`config.mk`:
```
export PLATFORM = sky130hd
export DESIGN_NAME = demux1x4_stream
export DESIGN_NICKNAME = d
export VERILOG_FILES = /design/src/rtl/demux1x4_stream.sv
export SDC_FILE = /design/constraint.sdc
export NUM_CORES = 1
export LEC_CHECK = 0
export BUFFER_PORTS_ARGS = -buffer_cell sky130_fd_sc_hd__buf_2
export CAP_MARGIN = 20
export CORE_ASPECT_RATIO = 1.25
export CORE_MARGIN = 5
export CORE_UTILIZATION = 52
export CTS_CLUSTER_SIZE = 30
export DETAILED_ROUTE_END_ITERATION = 16
export PLACE_DENSITY = 0.75
export SLEW_MARGIN = 0
export SYNTH_ARGS = -nofsm -noshare
export SYNTH_HDL_FRONTEND = slang
export SYNTH_SLANG_ARGS = --single-unit
```
`constraint.sdc`:
```
create_clock -name clk -period 2.4 [get_ports clk]
set_clock_uncertainty 0.2 [all_clocks]
set_input_delay 0.72 -clock clk [delete_from_list [all_inputs] [get_ports clk]]
set_output_delay 0.72 -clock clk [all_outputs]
set_load 0.005 [all_outputs]
```
`src/rtl/demux1x4_stream.sv`:
```
// ---------------------------------------------------------------------------
// demux1x4_stream
//
// Registered 1-to-4 stream demultiplexer. One valid/ready input stream feeds
// four independent output channels. in_sel picks the channel for each word.
// Every channel has a one-deep output slot. A stalled channel therefore holds
// back only the words addressed to it. Each channel also keeps a saturating
// transfer counter for debug and status.
//
// Handshake rule, used on the input and on every output channel:
//   A transfer happens on a rising clk edge where valid & ready are both 1.
//   While valid = 1 and ready = 0, the producer keeps its data and valid
//   stable. valid never waits for ready. ready may depend combinationally on
//   the state of the destination slot and on that slot's sink ready.
//
// Parameters:
//   DW  data width of each word
//   CW  width of each per-channel transfer counter
//
// Ports:
//   clk        rising-edge clock
//   rst_n      asynchronous active-low reset
//   in_data    input word
//   in_sel     destination channel for in_data (0..3)
//   in_valid   input word present
//   in_ready   block can accept the input word this cycle
//   out_data   channel k data at out_data[k*DW +: DW]
//   out_valid  per-channel valid
//   out_ready  per-channel ready from the sinks
//   cnt_clr    synchronous clear of all transfer counters
//   cnt        channel k transfer count at cnt[k*CW +: CW]
// ---------------------------------------------------------------------------
module demux1x4_stream #(
    parameter int DW = 8,
    parameter int CW = 8
) (
    input  logic            clk,
    input  logic            rst_n,
    input  logic [DW-1:0]   in_data,
    input  logic [1:0]      in_sel,
    input  logic            in_valid,
    output logic            in_ready,
    output logic [4*DW-1:0] out_data,
    output logic [3:0]      out_valid,
    input  logic [3:0]      out_ready,
    input  logic            cnt_clr,
    output logic [4*CW-1:0] cnt
);

    localparam logic [CW-1:0] CNT_MAX = '1;

    logic [3:0] slot_valid;
    logic [3:0] drain;
    logic [3:0] load;
    logic       accept;

    // The selected slot can take a word if it is empty. It can also take one
    // if it is draining this same edge, which gives one word per cycle per
    // channel.
    assign in_ready = !slot_valid[in_sel] || out_ready[in_sel];
    assign accept   = in_valid && in_ready;
    assign drain    = slot_valid & out_ready;

    // At most one slot loads per cycle: a one-hot of in_sel, gated by accept.
    always_comb begin
        load         = '0;
        load[in_sel] = accept;
    end

    for (genvar k = 0; k < 4; k++) begin : g_ch
        logic          v_q;
        logic [DW-1:0] d_q;
        logic [CW-1:0] c_q;

        // A load takes priority over a drain. A same-edge drain+load keeps
        // the slot full with the new word. A drain alone empties the slot,
        // and the data register keeps its last value.
        always_ff @(posedge clk or negedge rst_n) begin
            if (!rst_n) begin
                v_q <= 1'b0;
                d_q <= '0;
            end else if (load[k]) begin
                v_q <= 1'b1;
                d_q <= in_data;
            end else if (drain[k]) begin
                v_q <= 1'b0;
            end
        end

        // Clear beats a same-cycle handshake. The counter sticks at all-ones.
        always_ff @(posedge clk or negedge rst_n) begin
            if (!rst_n) begin
                c_q <= '0;
            end else if (cnt_clr) begin
                c_q <= '0;
            end else if (drain[k] && (c_q != CNT_MAX)) begin
                c_q <= c_q + 1'b1;
            end
        end

        assign slot_valid[k]          = v_q;
        assign out_data[k*DW +: DW]   = d_q;
        assign cnt[k*CW +: CW]        = c_q;
    end

    assign out_valid = slot_valid;

endmodule

```
; Word level (Yosys, flattened, before mapping)
; Cells that the tools add are included.
[totals]
ff_bits = 68
out_inout_bits = 69
in_bits = 18
[op_classes]
addsub = 4
eq_ne = 4
muxes = 22
magnitude_cmp = 2
reduce_logical = 16
bitwise_logic = 2
[op_table]
columns = cell, count
row1 = two-way mux 8 bit, 8
row2 = adder 8 x 1 -> 8 bit (second input constant), 4
row3 = inequality test 8 bit (second input constant), 4
row4 = nonzero test 2 bit, 8
row5 = two-way mux 1 bit, 11
row6 = AND 4 bit, 2
row7 = logical AND 1 bit, 6
row8 = binary-select mux 1 bit (select 2 bit), 2
row9 = less-than comparator 2 x 3 -> 1 bit (second input constant), 1
row10 = demux 1 bit (select 2 bit), 1
row11 = >= comparator 2 x 1 -> 1 bit (second input constant), 1
row12 = logical NOT 1 bit, 1
row13 = logical OR 1 bit, 1

; Depth between registers and ports, before layout
[depth]
ltp_word = 7
ltp_mapped = 5
mapped_depth_nobuf = 5

; Worst setup path after synthesis
; No wires, ideal clock.
[synth_timing]
path_kind = input-to-output
from = input port out_ready[3]
to = output port in_ready
arrival_time_ps = 1331
slack_ps = 149
cell_stages = 2
path_cell_list = nand2b_1 mux4_2
[synth_between]
elab_chain_cells = 3
[synth_lines]
columns = item, line_no
row1 = "start, declared", 45  ; input logic [3:0] out_ready,
row2 = binary-select mux 1 bit (select 2 bit), 60  ; assign in_ready = !slot_valid[in_sel] || out_ready[in_sel];
row3 = two-way mux 1 bit (not written as such), 60
row4 = logical OR 1 bit, 60
row5 = "end, declared", 42  ; output logic in_ready,
; No other way between the ends. The select of a mux whose other input is x is not followed.

; Worst setup path in the final report
; Same ends and word-level chain as after synthesis.

==> impl_table.tex <==
\begin{tabular}{lr}
\hline
Metric & Value \\
\hline
\multicolumn{2}{l}{\textbf{Global routing}} \\
\quad Number of antenna violations at the first check in global routing & 0 \\
\quad Number of global-route vias before repair & 2454 \\
\quad Total global-route track usage & 0.187 \\
\quad First-pass GRT wire length & 11500 um \\
\quad Overflow left after global routing & 0 \\
\quad Maximum number of pins on one net before global-route repair & 29 \\
\multicolumn{2}{l}{\textbf{Routing}} \\
\quad Vias per Instance & 5.27 \\
\quad Count of TritonRoute iterations in the first routing pass & 5 \\
\quad Total wire length after detailed routing & approximately 7000 um \\
\quad Detailed Route Iter0 Violations & 122 \\
\quad ANT nets after route & 0 \\
\quad Overall via count from detail\_route & between 2000 and 2500 \\
\quad Final routed wire length divided by cell count & about 15 um \\
\quad Residual DRC & 0 \\
\multicolumn{2}{l}{\textbf{CTS}} \\
\quad Maximum level of the CTS H-tree & 3 \\
\quad Maximum count of clock buffers along a single path & 2 \\
\quad CTS tree & built \\
\quad CTS clk-pin slew, worst paths & 0.07 ns \\
\quad Root buffer selected by CTS & clkbuf\_8 \\
\quad Clock buffer count from CTS & 9 \\
\quad Hold\_buf cts & 0 \\
\quad Worst-skew pair later-pin latency & 0.33 ns \\
\quad Sink Count & 68 \\
\multicolumn{2}{l}{\textbf{Synthesis}} \\
\quad Post-Synthesis Cells & 264 \\
\quad Proportion of netlist area held by the largest area contributor & 0.540 \\
\quad Warnings, synthesis & 0 \\
\quad Most common cell in the netlist & dfrtp\_1 \\
\quad Average cell area after synthesis & 11.9 sq um \\
\quad Number of enable-type register cells in the synthesized netlist & 0 \\
\quad Flops \& latches, synth & 68 \\
\quad Sequential fraction of the synthesis area & 0.540 \\
\quad Synthesized area & 3150 sq um \\
\quad Share of async-settable or async-resettable flops after synthesis & 1.00 \\
\quad Ranking of synthesized cells by instance count & dfrtp\_1 (68), nor2\_1 (25), mux2\_1 (21) \\
\quad Top cells by area, synth & dfrtp\_1 (54\%), mux2\_1 (7.5\%), mux2\_4 (3.8\%) \\
\quad Count of different cell masters after synthesis & 43 \\
\quad Number of nets in the synthesized netlist & 286 \\
\quad Library cell with the largest summed area after synthesis & dfrtp\_1 \\
\quad Most frequently used flop master after synthesis & dfrtp\_1 \\
\multicolumn{2}{l}{\textbf{Worst setup path}} \\
\quad Worst path required time & about 1.5 ns \\
\quad Internal reg-to-reg setup slack & 0.47 ns \\
\quad Critical Path Start & out\_ready[3] \\
\quad Peak fanout along the critical path & 2 \\
\quad Number of cells on the worst reg-to-reg path & 5 \\
\quad Startpoint of the lowest-slack register-to-register path & g\_ch[3].c\_q[0] \\
\quad CP arrival & $\sim$1.6 ns \\
\quad R2r endpoint & g\_ch[3].c\_q[7] \\
\quad Capture point of the critical path & in\_ready \\
\quad Type of the setup path with the least slack & primary input to output port \\
\quad Setup crit end kind & output port \\
\quad Crit path launch type & primary input \\
\multicolumn{2}{l}{\textbf{Power}} \\
\quad Total power consumption of the routed design & 2890 uW \\
\quad Total power per unit cell area & 704 nW/um\^{}2 \\
\quad Leakage dissipation & 0.00201 uW \\
\quad Max rail drop VDD & 481 uV \\
\multicolumn{2}{l}{\textbf{Floorplan}} \\
\quad Boundary Pins & 87 \\
\quad Core Footprint & 5860 sq um \\
\quad Site row count & 31 \\
\quad Die W & 79.6 um \\
\quad Die Y & just under 100 um \\
\quad Die area & 7730 sq um \\
\quad Initial core utilization & 0.538 \\
\multicolumn{2}{l}{\textbf{STA}} \\
\quad Aggregate negative setup slack & -0.0934 ns \\
\quad Crit path time final & 2.49 ns \\
\quad Hold Vio Cnt, Final & 0 \\
\quad Worst-margin pin slew & 0.478 ns \\
\quad Fraction of the cycle the final worst path needs & 1.04 \\
\quad Upper clock frequency limit & 401 MHz \\
\quad Final setup slack of the worst path & -0.0934 ns \\
\quad Number of slew-limit violations in the final report & 0 \\
\quad Worst max-slew margin expressed relative to the limit & 0.682 \\
\quad Setup repair after global routing missed its margin & yes \\
\quad Final-report setup violation count & 1 \\
\multicolumn{2}{l}{\textbf{Cells and area}} \\
\quad Area grow syn2layout & 30.5\% \\
\quad Final-stage net count & 391 \\
\quad Antenna cell count & 0 \\
\quad Area of all placed cells without fillers & 4110 sq um \\
\quad Ratio of cells with drive above 1 in the final layout & 0.377 \\
\multicolumn{2}{l}{\textbf{Placement}} \\
\quad Global placement routability congestion & 0.851 \\
\quad Placement-stage cell area & 3780 sq um \\
\quad Port-buffer cells & 86 \\
\quad Sum of net half-perimeters after detailed placement & 5020 um \\
\multicolumn{2}{l}{\textbf{Status}} \\
\quad Violated checks & setup timing \\
\quad Result of the run & finished, violations left \\
\multicolumn{2}{l}{\textbf{Hold path}} \\
\quad Class of the tightest hold or removal check & primary input to async pin \\
\multicolumn{2}{l}{\textbf{Flow run}} \\
\quad Max capacitance violation total & 0 \\
\hline
\end{tabular}
-- per-stage QoR --
| stage | instances | utilization | hold slack [ns] | worst slack (ns) |
|---|---|---|---|---|
| global placement | 437 | 0.645 | 0.264 | -0.136 |
| global route | 456 | 0.702 | 0.151 | -0.114 |
| CTS | 453 | 0.697 | 0.138 | -0.0834 |
| finish | 456 | 0.702 | 0.136 | -0.0934 |
| floorplan | 264 | - | 0.224 | 0.149 |
| detailed placement | 437 | 0.645 | 0.273 | -0.134 |
-- sequential cells by signal (all words and copies together) (netlist names) --
name and count:
g_ch.v_q 4, g_ch.d_q 32, g_ch.c_q 32
-- cell families after synthesis --
group                    synth area share
AND/OR/NAND/NOR                     0.155
AO/OA/AOI/OAI                      0.0759
adder cells (fa/ha/maj)            0.0159
multiplexers                        0.147
flip-flops                          0.540
XOR/XNOR                           0.0445
buffers and inverters              0.0214
-- worst min path at each step --
stage	startpoint	end	slack, ns	cells past startpoint
finish	rst_n	g_ch[0].c_q[6]	0.14	1
CTS	rst_n	g_ch[3].c_q[3]	0.14	1
global route	rst_n	g_ch[0].c_q[6]	0.15	1
floorplan	rst_n	g_ch[0].c_q[0]	0.22	0
detailed placement	g_ch[3].d_q[7]	g_ch[3].d_q[7]	0.27	1
global placement	g_ch[1].d_q[4]	g_ch[1].d_q[4]	0.26	1
-- where the power goes --
group / leakage (uW) / internal (uW) / switching [uW]
clock: 0.000122 / 718 / 431
combinational: 0.00101 / 230 / 170
sequential: 0.000877 / 1270 / 74.6
-- layout make-up --
class	instances	area [sq um]
fill	427	1750
sequential	68	1700
multi-input combinational	183	1410
timing repair buffer	104	634
clock buffer	10	138
clock inverter	6	111
tap	82	103
inverter	3	11.3
-- layer usage --
layer | vias to the layer above | GRT usage | wire length [um]
li1 | 1162 | - | -
met1 | 1170 | 0.235 | 2920
met2 | 71 | 0.295 | 3320
met3 | 2 | 0.0725 | 542
met4 | 0 | 0.0569 | 17
met5 | - | 0 | 0
-- timing repair --
item,CTS,global route
resized for setup,8,1
endpoints found under the setup margin,1,1
setup buffers,0,3
-- cell usage in the layout, fill, tap and decap left out, types with 3 or more instances in the layout --
cell and n:
o211ai_1 4, buf_4 15, nand2b_4 4, nor2b_1 7, inv_1 3, nand3_1 11
ha_1 4, mux2i_1 4, or3_1 3, clkbuf_8 10, nand2_1 16, buf_2 81
o2111ai_1 6, a21oi_1 5, dfrtp_1 68, bufinv_16 3, nor3_1 4, buf_12 3
nor2_1 25, mux2_2 4, and3_1 5, buf_6 5, or4_1 3, mux2_1 21
o21ai_0 6, xor2_1 12, xnor2_1 4, mux2_4 8, and4_1 3, nand4_1 4
-- critical path: stages --
cell	delay (ns)
buf_6	0.09
nand2b_4	0.13
mux4_2	0.49
buf_6	0.14
Power figures use the tool's default switching activity.
